### src/rtl/elastic_pipe_pkg.sv
// Shared pipeline package: default payload/depth constants for the processor
// top and the occupancy-width helper used by elastic_pipe.
package elastic_pipe_pkg;

    localparam int unsigned PIPE_DATA_W = 32;
    localparam int unsigned PIPE_DEPTH  = 2;

    // Bits needed to count 0..depth*(skid+1) valid entries without wrapping.
    function automatic int unsigned occ_width(input int unsigned depth, input int unsigned skid);
        return $clog2(depth * (skid + 1) + 1);
    endfunction

endpackage

### src/rtl/elastic_stage.sv
// One elastic pipeline stage with valid/ready on both sides.
//   clk, arst_n     : clock, asynchronous active-low reset
//   enable          : 0 holds all state
//   flush           : clears stored entries on the next enabled edge
//   up_valid/up_data/up_ready_c : upstream side (up_ready_c is comb from state only)
//   down_valid/down_data/down_ready : downstream side (valid/data straight from main reg)
// SKID=1: main+skid registers, full throughput, ready depends only on skid_v.
// SKID=0: single register, ready = !main_v, one word per two cycles.
module elastic_stage #(
    parameter int unsigned DATA_W = 32,
    parameter bit          SKID   = 1'b1
) (
    input  logic              clk,
    input  logic              arst_n,
    input  logic              enable,
    input  logic              flush,
    input  logic              up_valid,
    output logic              up_ready_c,
    input  logic [DATA_W-1:0] up_data,
    output logic              down_valid,
    input  logic              down_ready,
    output logic [DATA_W-1:0] down_data
);

    logic              main_v;
    logic [DATA_W-1:0] main_d;
    logic              up_fire;
    logic              down_fire;

    assign up_fire    = up_valid & up_ready_c;
    assign down_fire  = main_v & down_ready;
    assign down_valid = main_v;
    assign down_data  = main_d;

    generate
        if (SKID) begin : g_skid
            logic              skid_v;
            logic [DATA_W-1:0] skid_d;

            assign up_ready_c = !skid_v;

            // Skid only fills while main is full and stalled, so main is never
            // empty while skid_v is set; a drain refills main from skid first.
            always_ff @(posedge clk or negedge arst_n) begin
                if (!arst_n) begin
                    main_v <= 1'b0;
                    main_d <= '0;
                    skid_v <= 1'b0;
                    skid_d <= '0;
                end else if (enable) begin
                    if (flush) begin
                        main_v <= 1'b0;
                        skid_v <= 1'b0;
                    end else if (skid_v) begin
                        if (down_fire) begin
                            main_d <= skid_d;
                            skid_v <= 1'b0;
                        end
                    end else if (up_fire && (!main_v || down_fire)) begin
                        main_d <= up_data;
                        main_v <= 1'b1;
                    end else if (up_fire) begin
                        skid_d <= up_data;
                        skid_v <= 1'b1;
                    end else if (down_fire) begin
                        main_v <= 1'b0;
                    end
                end
            end
        end else begin : g_single
            assign up_ready_c = !main_v;

            // Accept and drain are mutually exclusive: ready is low while full.
            always_ff @(posedge clk or negedge arst_n) begin
                if (!arst_n) begin
                    main_v <= 1'b0;
                    main_d <= '0;
                end else if (enable) begin
                    if (flush) begin
                        main_v <= 1'b0;
                    end else if (up_fire) begin
                        main_d <= up_data;
                        main_v <= 1'b1;
                    end else if (down_fire) begin
                        main_v <= 1'b0;
                    end
                end
            end
        end
    endgenerate

endmodule

### src/rtl/elastic_pipe.sv
// Elastic pipeline register chain of DEPTH elastic_stage instances with
// stall (enable), flush, occupancy count and sticky protocol-error flag.
//   clk, arst_n        : clock, asynchronous active-low reset
//   enable             : global run; 0 freezes state and masks in_ready/out_valid
//   flush              : squash all stored entries on the next edge
//   in_valid/in_ready/in_data    : upstream handshake (in_ready comb, no out_ready path)
//   out_valid/out_ready/out_data : downstream handshake from the last stage
//   occupancy          : registered count of valid entries
//   overflow_err       : sticky, set when in_valid is held against in_ready=0
module elastic_pipe
    import elastic_pipe_pkg::*;
#(
    parameter  int unsigned DATA_W = PIPE_DATA_W,
    parameter  int unsigned DEPTH  = PIPE_DEPTH,
    parameter  int unsigned SKID   = 1,
    localparam int unsigned CNT_W  = occ_width(DEPTH, SKID)
) (
    input  logic              clk,
    input  logic              arst_n,
    input  logic              enable,
    input  logic              flush,
    input  logic              in_valid,
    output logic              in_ready,
    input  logic [DATA_W-1:0] in_data,
    output logic              out_valid,
    input  logic              out_ready,
    output logic [DATA_W-1:0] out_data,
    output logic [CNT_W-1:0]  occupancy,
    output logic              overflow_err
);

    // Element s is the upstream side of stage s; element DEPTH is the pipe output.
    logic [DEPTH:0]    v_chain;
    logic [DEPTH:0]    r_chain;
    logic [DATA_W-1:0] d_chain [DEPTH+1];
    logic              in_fire;
    logic              out_fire;

    assign v_chain[0]     = in_valid;
    assign d_chain[0]     = in_data;
    assign r_chain[DEPTH] = out_ready;

    generate
        for (genvar s = 0; s < DEPTH; s++) begin : g_stage
            elastic_stage #(
                .DATA_W (DATA_W),
                .SKID   (SKID != 0)
            ) u_stage (
                .clk        (clk),
                .arst_n     (arst_n),
                .enable     (enable),
                .flush      (flush),
                .up_valid   (v_chain[s]),
                .up_ready_c (r_chain[s]),
                .up_data    (d_chain[s]),
                .down_valid (v_chain[s+1]),
                .down_ready (r_chain[s+1]),
                .down_data  (d_chain[s+1])
            );
        end
    endgenerate

    // Reset gating keeps in_ready low while the chain is held in reset.
    assign in_ready  = enable & arst_n & r_chain[0];
    assign out_valid = enable & v_chain[DEPTH];
    assign out_data  = d_chain[DEPTH];
    assign in_fire   = in_valid & in_ready;
    assign out_fire  = out_valid & out_ready;

    // Occupancy tracks transfers on the same edge the stage valid bits change.
    always_ff @(posedge clk or negedge arst_n) begin
        if (!arst_n) begin
            occupancy    <= '0;
            overflow_err <= 1'b0;
        end else if (enable) begin
            if (flush) begin
                occupancy <= '0;
            end else begin
                occupancy <= occupancy + CNT_W'(in_fire) - CNT_W'(out_fire);
            end
            if (in_valid && !in_ready && !flush) begin
                overflow_err <= 1'b1;
            end
        end
    end

endmodule
### config.mk
export PLATFORM = sky130hd
export DESIGN_NAME = elastic_pipe
export DESIGN_NICKNAME = d
export VERILOG_FILES = /design/src/rtl/elastic_pipe_pkg.sv /design/src/rtl/elastic_stage.sv /design/src/rtl/elastic_pipe.sv
export SDC_FILE = /design/constraint.sdc
export NUM_CORES = 1
export LEC_CHECK = 0
export BUFFER_PORTS_ARGS = -buffer_cell sky130_fd_sc_hd__buf_2
export CAP_MARGIN = 25
export CORE_MARGIN = 2
export CORE_UTILIZATION = 44
export CTS_CLUSTER_DIAMETER = 40
export DETAILED_ROUTE_END_ITERATION = 6
export SYNTH_ARGS = -nofsm -noshare
export SYNTH_HDL_FRONTEND = slang
export SYNTH_SLANG_ARGS = --single-unit
### constraint.sdc
create_clock -name clk -period 6.9 [get_ports clk]
set_input_delay 0.69 -clock clk [delete_from_list [all_inputs] [get_ports clk]]
set_output_delay 0.69 -clock clk [all_outputs]
set_load 0.005 [all_outputs]
Word level (Yosys, flattened, before mapping)
Cells that the tools add are included.
- register bits: 136
- input port bits: 38
- output and inout bits: 38
- word-level logic and storage cells: 81
- $add $sub $neg: 2
- equal/unequal tests: 6
- muxes and demuxes: 27
- bitwise gates (word level): 13
- reduce and logical (&&, ||, !) cells: 23
- operators by type and width (operator ; count):
    $mux 32 ; 6
    $mux 1 ; 20
    $reduce_and 4->1 ; 4
    $reduce_and 5->1 ; 2
    $and 1x1->1 ; 8
    $logic_not 1->1 ; 6
    $reduce_bool 3->1 ; 2
    $not 1->1 ; 5
    $logic_and 1x1->1 ; 4
    $ne 2x1->1 const B ; 2
    $ne 2x2->1 const B ; 2
    $reduce_bool 2->1 ; 2
    $add 3x1->3 ; 1
    $mux 3 ; 1
    $ne 3x2->1 const B ; 1
    $ne 3x3->1 const B ; 1
    $sub 3x1->3 ; 1
    $logic_or 1x1->1 ; 2
    $reduce_and 2->1 ; 1

Depth between registers and ports, before layout
Gate-level depths: netlist of the first run.
- word-level depth: 7
- mapped depth: 13
- depth with buffers taken out: 11

Cells and area by module
A second synthesis of the first run with hierarchy kept.
- cells, all modules: 399
- area, all modules: 6323.6 um^2
- by module, submodules not included (module ; times used ; cells each ; area an instance (um^2) ; sequential area each (um^2)):
    elastic_stage ; 2 ; 186 ; 3030.4 ; 1651.6
    elastic_pipe ; 1 ; 27 ; 262.8 ; 100.1

Least setup slack after synthesis of the first run
OpenSTA, ideal clock, no wires.
- kind: register -> register
- from: register g_stage[0].u_stage.g_skid.skid_v
- to: register occupancy[2]
- setup time: 0.116 ns
- data arrival time: 2.383 ns
- data required time: 6.784 ns
- slack: 4.401 ns
- stages on the path, launching flop included: 13
- buffers on the path: 2
- clock period less this slack: 2.499 ns
- path through: dfrtp_1 buf_2 buf_1 inv_1 and3_1 nand2_1 ha_1 inv_1 ha_1 inv_1 fa_1 xnor2_1 o311ai_0
- word-level cells in the longest chain between the ends: 6
- RTL lines (item ; RTL line ; source):
    from (decl) ; elastic_stage.sv:37 ; logic skid_v;
    from (signal assigned) ; elastic_stage.sv:48 ; skid_v <= 1'b0;
    from (signal assigned) ; elastic_stage.sv:53 ; skid_v <= 1'b0;
    from (signal assigned) ; elastic_stage.sv:57 ; skid_v <= 1'b0;
    $logic_not 1->1 ; elastic_stage.sv:40 ; assign up_ready_c = !skid_v;
    $and 1x1->1 ; elastic_pipe.sv:64 ; assign in_ready = enable & arst_n & r_chain[0];
    named net in_ready ; elastic_pipe.sv:23 ; output logic in_ready,
    $and 1x1->1 ; elastic_pipe.sv:67 ; assign in_fire = in_valid & in_ready;
    $add 3x1->3 ; elastic_pipe.sv:79 ; occupancy <= occupancy + CNT_W'(in_fire) - CNT_W'(out_fire);
    $sub 3x1->3 ; elastic_pipe.sv:79 ;
    $mux 3 ; elastic_pipe.sv:76 ; if (flush) begin
    to (signal assigned) ; elastic_pipe.sv:79 ;
    to (decl) ; elastic_pipe.sv:28 ; output logic [CNT_W-1:0] occupancy,
The timed path passes the listed nets, and every way through them passes these cells.
A chain may end at the register's enable or synchronous reset.

Worst setup path after layout of the first run
- from: register g_stage[1].u_stage.g_skid.skid_v
- to: register g_stage[1].u_stage.main_d[6]
- word-level cells in the longest chain between the ends: 5
- elaborated cells on any way between the ends: 7
- classes of those cells: eq/ne (1); mux (1); bitwise (1); reduce/logical (4)
- RTL lines (item ; RTL line ; source):
    from (decl) ; elastic_stage.sv:37 ;
    from (signal assigned) ; elastic_stage.sv:48 ;
    from (signal assigned) ; elastic_stage.sv:53 ;
    from (signal assigned) ; elastic_stage.sv:57 ;
    $logic_not 1->1 ; elastic_stage.sv:40 ;
    $and 1x1->1 ; elastic_stage.sv:30 ; assign up_fire = up_valid & up_ready_c;
    $logic_and 1x1->1 ; elastic_stage.sv:59 ; end else if (up_fire && (!main_v || down_fire)) begin
    $reduce_bool 2->1 (no line) ; -- ;
    $reduce_and 4->1 (no line) ; -- ;
    to (signal assigned) ; elastic_stage.sv:56 ; main_d <= skid_d;
    to (signal assigned) ; elastic_stage.sv:60 ; main_d <= up_data;
    to (decl) ; elastic_stage.sv:26 ; logic [DATA_W-1:0] main_d;
Several ways; a longest one is shown, not always the timed one.

==> impl_metrics.yaml, run 1 <==
cells_and_area:
  layout_commonest_cell: "mux2_2"
  diodes: 0
  layout_common_cells: "157 x mux2_2, 134 x dfrtp_1, 74 x buf_2"
  area_growth_pct: 12.7
  drive_above_1_share: 0.564
  design_area_um2: 7100
  nets: 513
logic_synthesis:
  synth_cell_types: 34
  avgSynthCellArea_um2: 14.7
  mappedNetlistNets: 469
  synthCells: 428
  yosysWarnings: 0
  syn-cell-area_um2: 6300
  ys_seq_area_frac: 0.540
  synth-seq-cells: 136
global_routing:
  grt_pass1_wl_um: 18800
  grt_max_degree: 75
  grt_util_all_layers: 0.165
  antenna_found_initial: 0
  overflow: 0
  grt_pass1_vias: 3575
clocking:
  clkSlewWorstSetupHoldPaths_ns: 0.06
  max-clock-path-buffers: 2
  postCtsSetupRepairBufs: 0
  clk-insertion-delay-late_ns: 0.41
  cts.root.buffer_cell: "clkbuf_16"
  htreeDepth: 4
  cts_tree: "built"
  cts_buffers: 17
  cts_sinks: 136
  cts_resized: 0
  hold_buffers: 0
place:
  numPortBuffers: 75
  placed_area_um2: 6560
  hpwl_um: 7130
  place_congestion: 0.709
floorplan:
  start_util: 0.452
  die_w_um: 124
  die_h_um: 124
  die_area_um2: 15300
  core_area_um2: 13900
  io_pins: 76
  rows: 43
job:
  maxCapViolations: 0
timing:
  skew_ns: 0.00752
  maxSlewViolCount: 0
  rsz0062_at_grt: "false"
  worstMarginPinSlew_ns: 0.975
  timing.fmax_mhz: 320
  post-route-period-util: 0.453
  period_needed_ns: 3.12
  finalSetupTns_ns: 0
  setup_viol: 0
  finalHoldViolCount: 0
  max-slew-margin-rel: 0.350
setup_path:
  crit_start: "g_stage[1].u_stage.g_skid.skid_v"
  start_kind: "flip-flop"
  r2r-start: "g_stage[1].u_stage.g_skid.skid_v"
  cp.required_ns: 7.19
  path_max_fanout: 40
  crit_type: "flip-flop to flip-flop"
  arrival_ns: 3.41
  cp-end-kind: "flip-flop"
power_and_ir_drop:
  power_density_nw_per_um2: 401
  ir_drop_v: 0.000214
  cellLeakagePower_uw: 0.00336
detailed_routing:
  drc: 0
  vias: 3401
  via_per_inst: 5.12
  ant_nets: 0
  dr.pass1.iters: 4
  routed_wl_um: 11500
  wl_per_cell_um: 17.3
  drt-initial-drc-count: 130
worst_hold_path:
  hp-class: "primary input to async pin"
run_status:
  status: "finished, final reports clean"
per-stage QoR:
step | util | total power (µW) | setup slack (ns) | hold slack (ns) | cells
2_1_floorplan | - | 1900 | 4.40 | 0.394 | 428
3_3_place_gp | 0.471 | 2010 | 3.82 | 0.461 | 633
3_5_place_dp | 0.471 | 2050 | 3.72 | 0.472 | 633
4_1_cts | 0.510 | 2890 | 3.71 | 0.273 | 664
5_1_grt | 0.510 | 3030 | 3.58 | 0.290 | 664
6_report | 0.510 | 2850 | 3.78 | 0.248 | 664
per-layer routing:
layer,part of all wire,GRT usage,up-vias
met1,0.46,0.211,1749
li1,-,-,1575
met2,0.49,0.265,63
met4,0.015,0.0611,0
met5,0,0,-
met3,0.039,0.0495,14
logic make-up (layout without fill, tap and decap cells):
kind of cell,count (synthesis),after routing,synth area share
AND/OR/NAND/NOR,16,16,0.0189
buffers and inverters,63,119,0.0667
flip-flops,136,136,0.540
multiplexers,192,192,0.343
adder cells (fa/ha/maj),3,3,0.00715
AO/OA/AOI/OAI,17,17,0.0224
XOR/XNOR,1,1,0.00139
layout make-up:
cell class | count | area (µm²)
repair buffers | 79 | 412
flip-flops and latches | 136 | 3410
inverters | 9 | 33.8
fillers | 1181 | 6830
multi-input cells | 229 | 2480
clock inverters | 9 | 76.3
well taps | 180 | 225
clock buffers | 22 | 464
cell usage after synthesis:
| master | count | area, µm² |
|---|---|---|
| mux2_2 | 157 | 1770 |
| dfrtp_1 | 136 | 3400 |
| buf_4 | 35 | 263 |
| mux2_1 | 35 | 394 |
| inv_1 | 9 | 33.8 |
| buf_2 | 6 | 30.0 |
| buf_6 | 6 | 67.6 |
| clkbuf_1 | 5 | 18.8 |
| o22ai_1 | 5 | 31.3 |
| nand2b_1 | 3 | 18.8 |
| a21oi_1 | 2 | 10.0 |
| and3_1 | 2 | 12.5 |
| buf_1 | 2 | 7.51 |
| ha_1 | 2 | 25.0 |
| nand2_1 | 2 | 7.51 |
| nand3b_1 | 2 | 15.0 |
| o21bai_1 | 2 | 15.0 |
| a21bo_2 | 1 | 10.0 |
| a221oi_4 | 1 | 26.3 |
| a31o_2 | 1 | 8.76 |
| a31oi_1 | 1 | 6.26 |
| a32oi_1 | 1 | 8.76 |
| and2_1 | 1 | 6.26 |
| fa_1 | 1 | 20.0 |
| nand4b_1 | 1 | 8.76 |
| nor2b_1 | 1 | 6.26 |
| nor3_2 | 1 | 10.0 |
| nor4_4 | 1 | 21.3 |
| o21a_1 | 1 | 7.51 |
| o2bb2ai_1 | 1 | 8.76 |
| o311ai_0 | 1 | 8.76 |
| or2_2 | 1 | 6.26 |
| or3_1 | 1 | 6.26 |
| xnor2_1 | 1 | 8.76 |
where the power goes:
group | internal (µW) | switching [µW] | total [µW]
registers | 1100 | 227 | 1330
logic | 462 | 230 | 692
clock network | 508 | 319 | 827
registers in the layout, summed over array words and instances, names as in the netlist:
| register | cells |
|---|---|
| overflow_err | 1 |
| g_stage.u_stage.down_valid | 2 |
| occupancy | 3 |
| g_stage.u_stage.down_data | 64 |
| g_stage.u_stage.g_skid.skid_d | 64 |
| g_stage.u_stage.g_skid.skid_v | 2 |
critical path, stage by stage, from the launching register on:
cell and delay (ns):
dfrtp_2 0.99, inv_1 0.33, a221oi_4 0.90, buf_4 0.41
mux2_2 0.37
path summary, 6_finish.rpt:
kind                                                             to  slack, ns  cells past startpoint
worst max-delay path                g_stage[1].u_stage.down_data[6]       3.78                      4
worst min-delay path            g_stage[0].u_stage.g_skid.skid_d[2]       0.25                      1
worst max register to register      g_stage[1].u_stage.down_data[6]       3.78                      4
worst min register to register      g_stage[1].u_stage.down_data[1]       0.48                      1
max in group asynchronous          g_stage[0].u_stage.g_skid.skid_v       5.28                      2
min in group clk                    g_stage[1].u_stage.down_data[1]       0.48                      1
No activity file was read; power rests on OpenSTA's default activity.
==> run 2: changes to the inputs <==
==> constraint.sdc (replaced) <==
create_clock -name clk -period 2.9 [get_ports clk]
set_input_delay 0.29 -clock clk [delete_from_list [all_inputs] [get_ports clk]]
set_output_delay 0.29 -clock clk [all_outputs]
set_load 0.005 [all_outputs]
==> impl_metrics.yaml, run 2 (synthesis results as in run 1) <==
timing:
  timing.fmax_mhz: 464
  finalSetupTns_ns: 0
  rsz0062_at_grt: "false"
  holdWs_ns: 0.00555
  period_needed_ns: 2.15
  finalHoldViolCount: 0
  post-route-period-util: 0.743
  worstMarginPinSlew_ns: 0.878
  setup_viol: 0
  skew_ns: 0.00602
  max-slew-margin-rel: 0.415
  maxSlewViolCount: 0
clocking:
  hold_buffers: 0
  cts_resized: 0
  cts_sinks: 136
  htreeDepth: 4
  cts_tree: "built"
  max-clock-path-buffers: 2
  postCtsSetupRepairBufs: 0
  clk-insertion-delay-late_ns: 0.42
  clkSlewWorstSetupHoldPaths_ns: 0.05
  cts.root.buffer_cell: "clkbuf_16"
  cts_buffers: 17
detailed_routing:
  drc: 0
  wl_per_cell_um: 16.8
  dr.pass1.iters: 4
  ant_nets: 0
  drt-initial-drc-count: 125
  vias: 3395
  routed_wl_um: 11300
  via_per_inst: 5.05
setup_path:
  crit_type: "flip-flop to flip-flop"
  cp.required_ns: 3.20
  arrival_ns: 2.45
  path_max_fanout: 3
  reg2regPathDepth: 10
  start_kind: "flip-flop"
  cp-end-kind: "flip-flop"
global_routing:
  grt_max_degree: 79
  grt_util_all_layers: 0.165
  grt_pass1_wl_um: 18800
  antenna_found_initial: 0
  grt_pass1_vias: 3628
  overflow: 0
cells_and_area:
  area_growth_pct: 14.3
  layout_commonest_cell: "mux2_2"
  final_util: 0.517
  layout_common_cells: "157 x mux2_2, 134 x dfrtp_1, 74 x buf_2"
  diodes: 0
  drive_above_1_share: 0.569
  nets: 520
floorplan:
  core_area_um2: 13900
  die_area_um2: 15300
  die_w_um: 124
  rows: 43
  start_util: 0.452
  io_pins: 76
  die_h_um: 124
place:
  place_congestion: 0.746
  hpwl_um: 7190
  numPortBuffers: 75
power_and_ir_drop:
  clkPwrFrac: 0.300
  cellLeakagePower_uw: 0.00342
  ir_drop_v: 0.000528
  p_switching_uw: 1850
  p_sw_frac: 0.269
  p_int_uw: 5040
  pwr-share-seq: 0.441
  power_frac_comb: 0.259
  power_density_nw_per_um2: 957
run_status:
  status: "finished, final reports clean"
worst_hold_path:
  hp-class: "primary input to async pin"
job:
  maxCapViolations: 0
run 2: critical path, cell delays in order, from the launching register on:
cell and delay (ns):
dfrtp_2 0.39, inv_1 0.09, and3_1 0.19, nand2_1 0.06, ha_1 0.26, inv_1 0.05
ha_1 0.12, inv_1 0.04, fa_1 0.37, xnor2_1 0.15, o311ai_0 0.30
run 2: final timing paths:
path / slack (ns) / end / start
worst max-delay path: 0.75 / occupancy[2] / g_stage[0].u_stage.g_skid.skid_v
worst min-delay path: 0.006 / g_stage[0].u_stage.down_data[2] / arst_n
worst max register to register: 0.75 / occupancy[2] / g_stage[0].u_stage.g_skid.skid_v
worst min register to register: 0.48 / g_stage[0].u_stage.g_skid.skid_d[23] / g_stage[0].u_stage.g_skid.skid_d[23]
max in group asynchronous: 1.72 / g_stage[1].u_stage.g_skid.skid_v / arst_n
min in group clk: 0.10 / g_stage[0].u_stage.g_skid.skid_d[23] / in_data[23]
run 2: metal layers:
| metal | track usage | wire length (µm) | up-vias |
|---|---|---|---|
| met4 | 0.0639 | 188 | 0 |
| met1 | 0.214 | 5230 | 1725 |
| li1 | - | - | 1598 |
| met5 | 0 | 0 | - |
| met3 | 0.0490 | 450 | 16 |
| met2 | 0.261 | 5410 | 56 |
run 2: cell type report:
type                            instances  area (µm²)
Fill cell                            1173        6740
Clock buffer                           23         468
Timing Repair Buffer                   86         484
Sequential cell                       136        3410
Inverter                                9        33.8
Multi-Input combinational cell        229        2480
Tap cell                              180         225
Clock inverter                          9        98.8
run 2: through the flow:
stage	instance area [µm²]	instances	setup WS [ns]	total power, µW
global placement	6610	639	0.740	4800
floorplan	6300	428	0.401	4520
global route	7200	672	0.532	7330
finish	7200	672	0.745	6890
CTS	7170	671	0.743	6990
detailed placement	6610	639	0.593	4890
run 2: power by group through the flow:
stage	logic [µW]	clock network, µW	registers, µW
after floorplan	1600	0	2920
after global placement	1760	0	3030
after detailed placement	1800	0	3080
after CTS	1820	2120	3050
after global routing	1980	2200	3150
final	1790	2060	3040
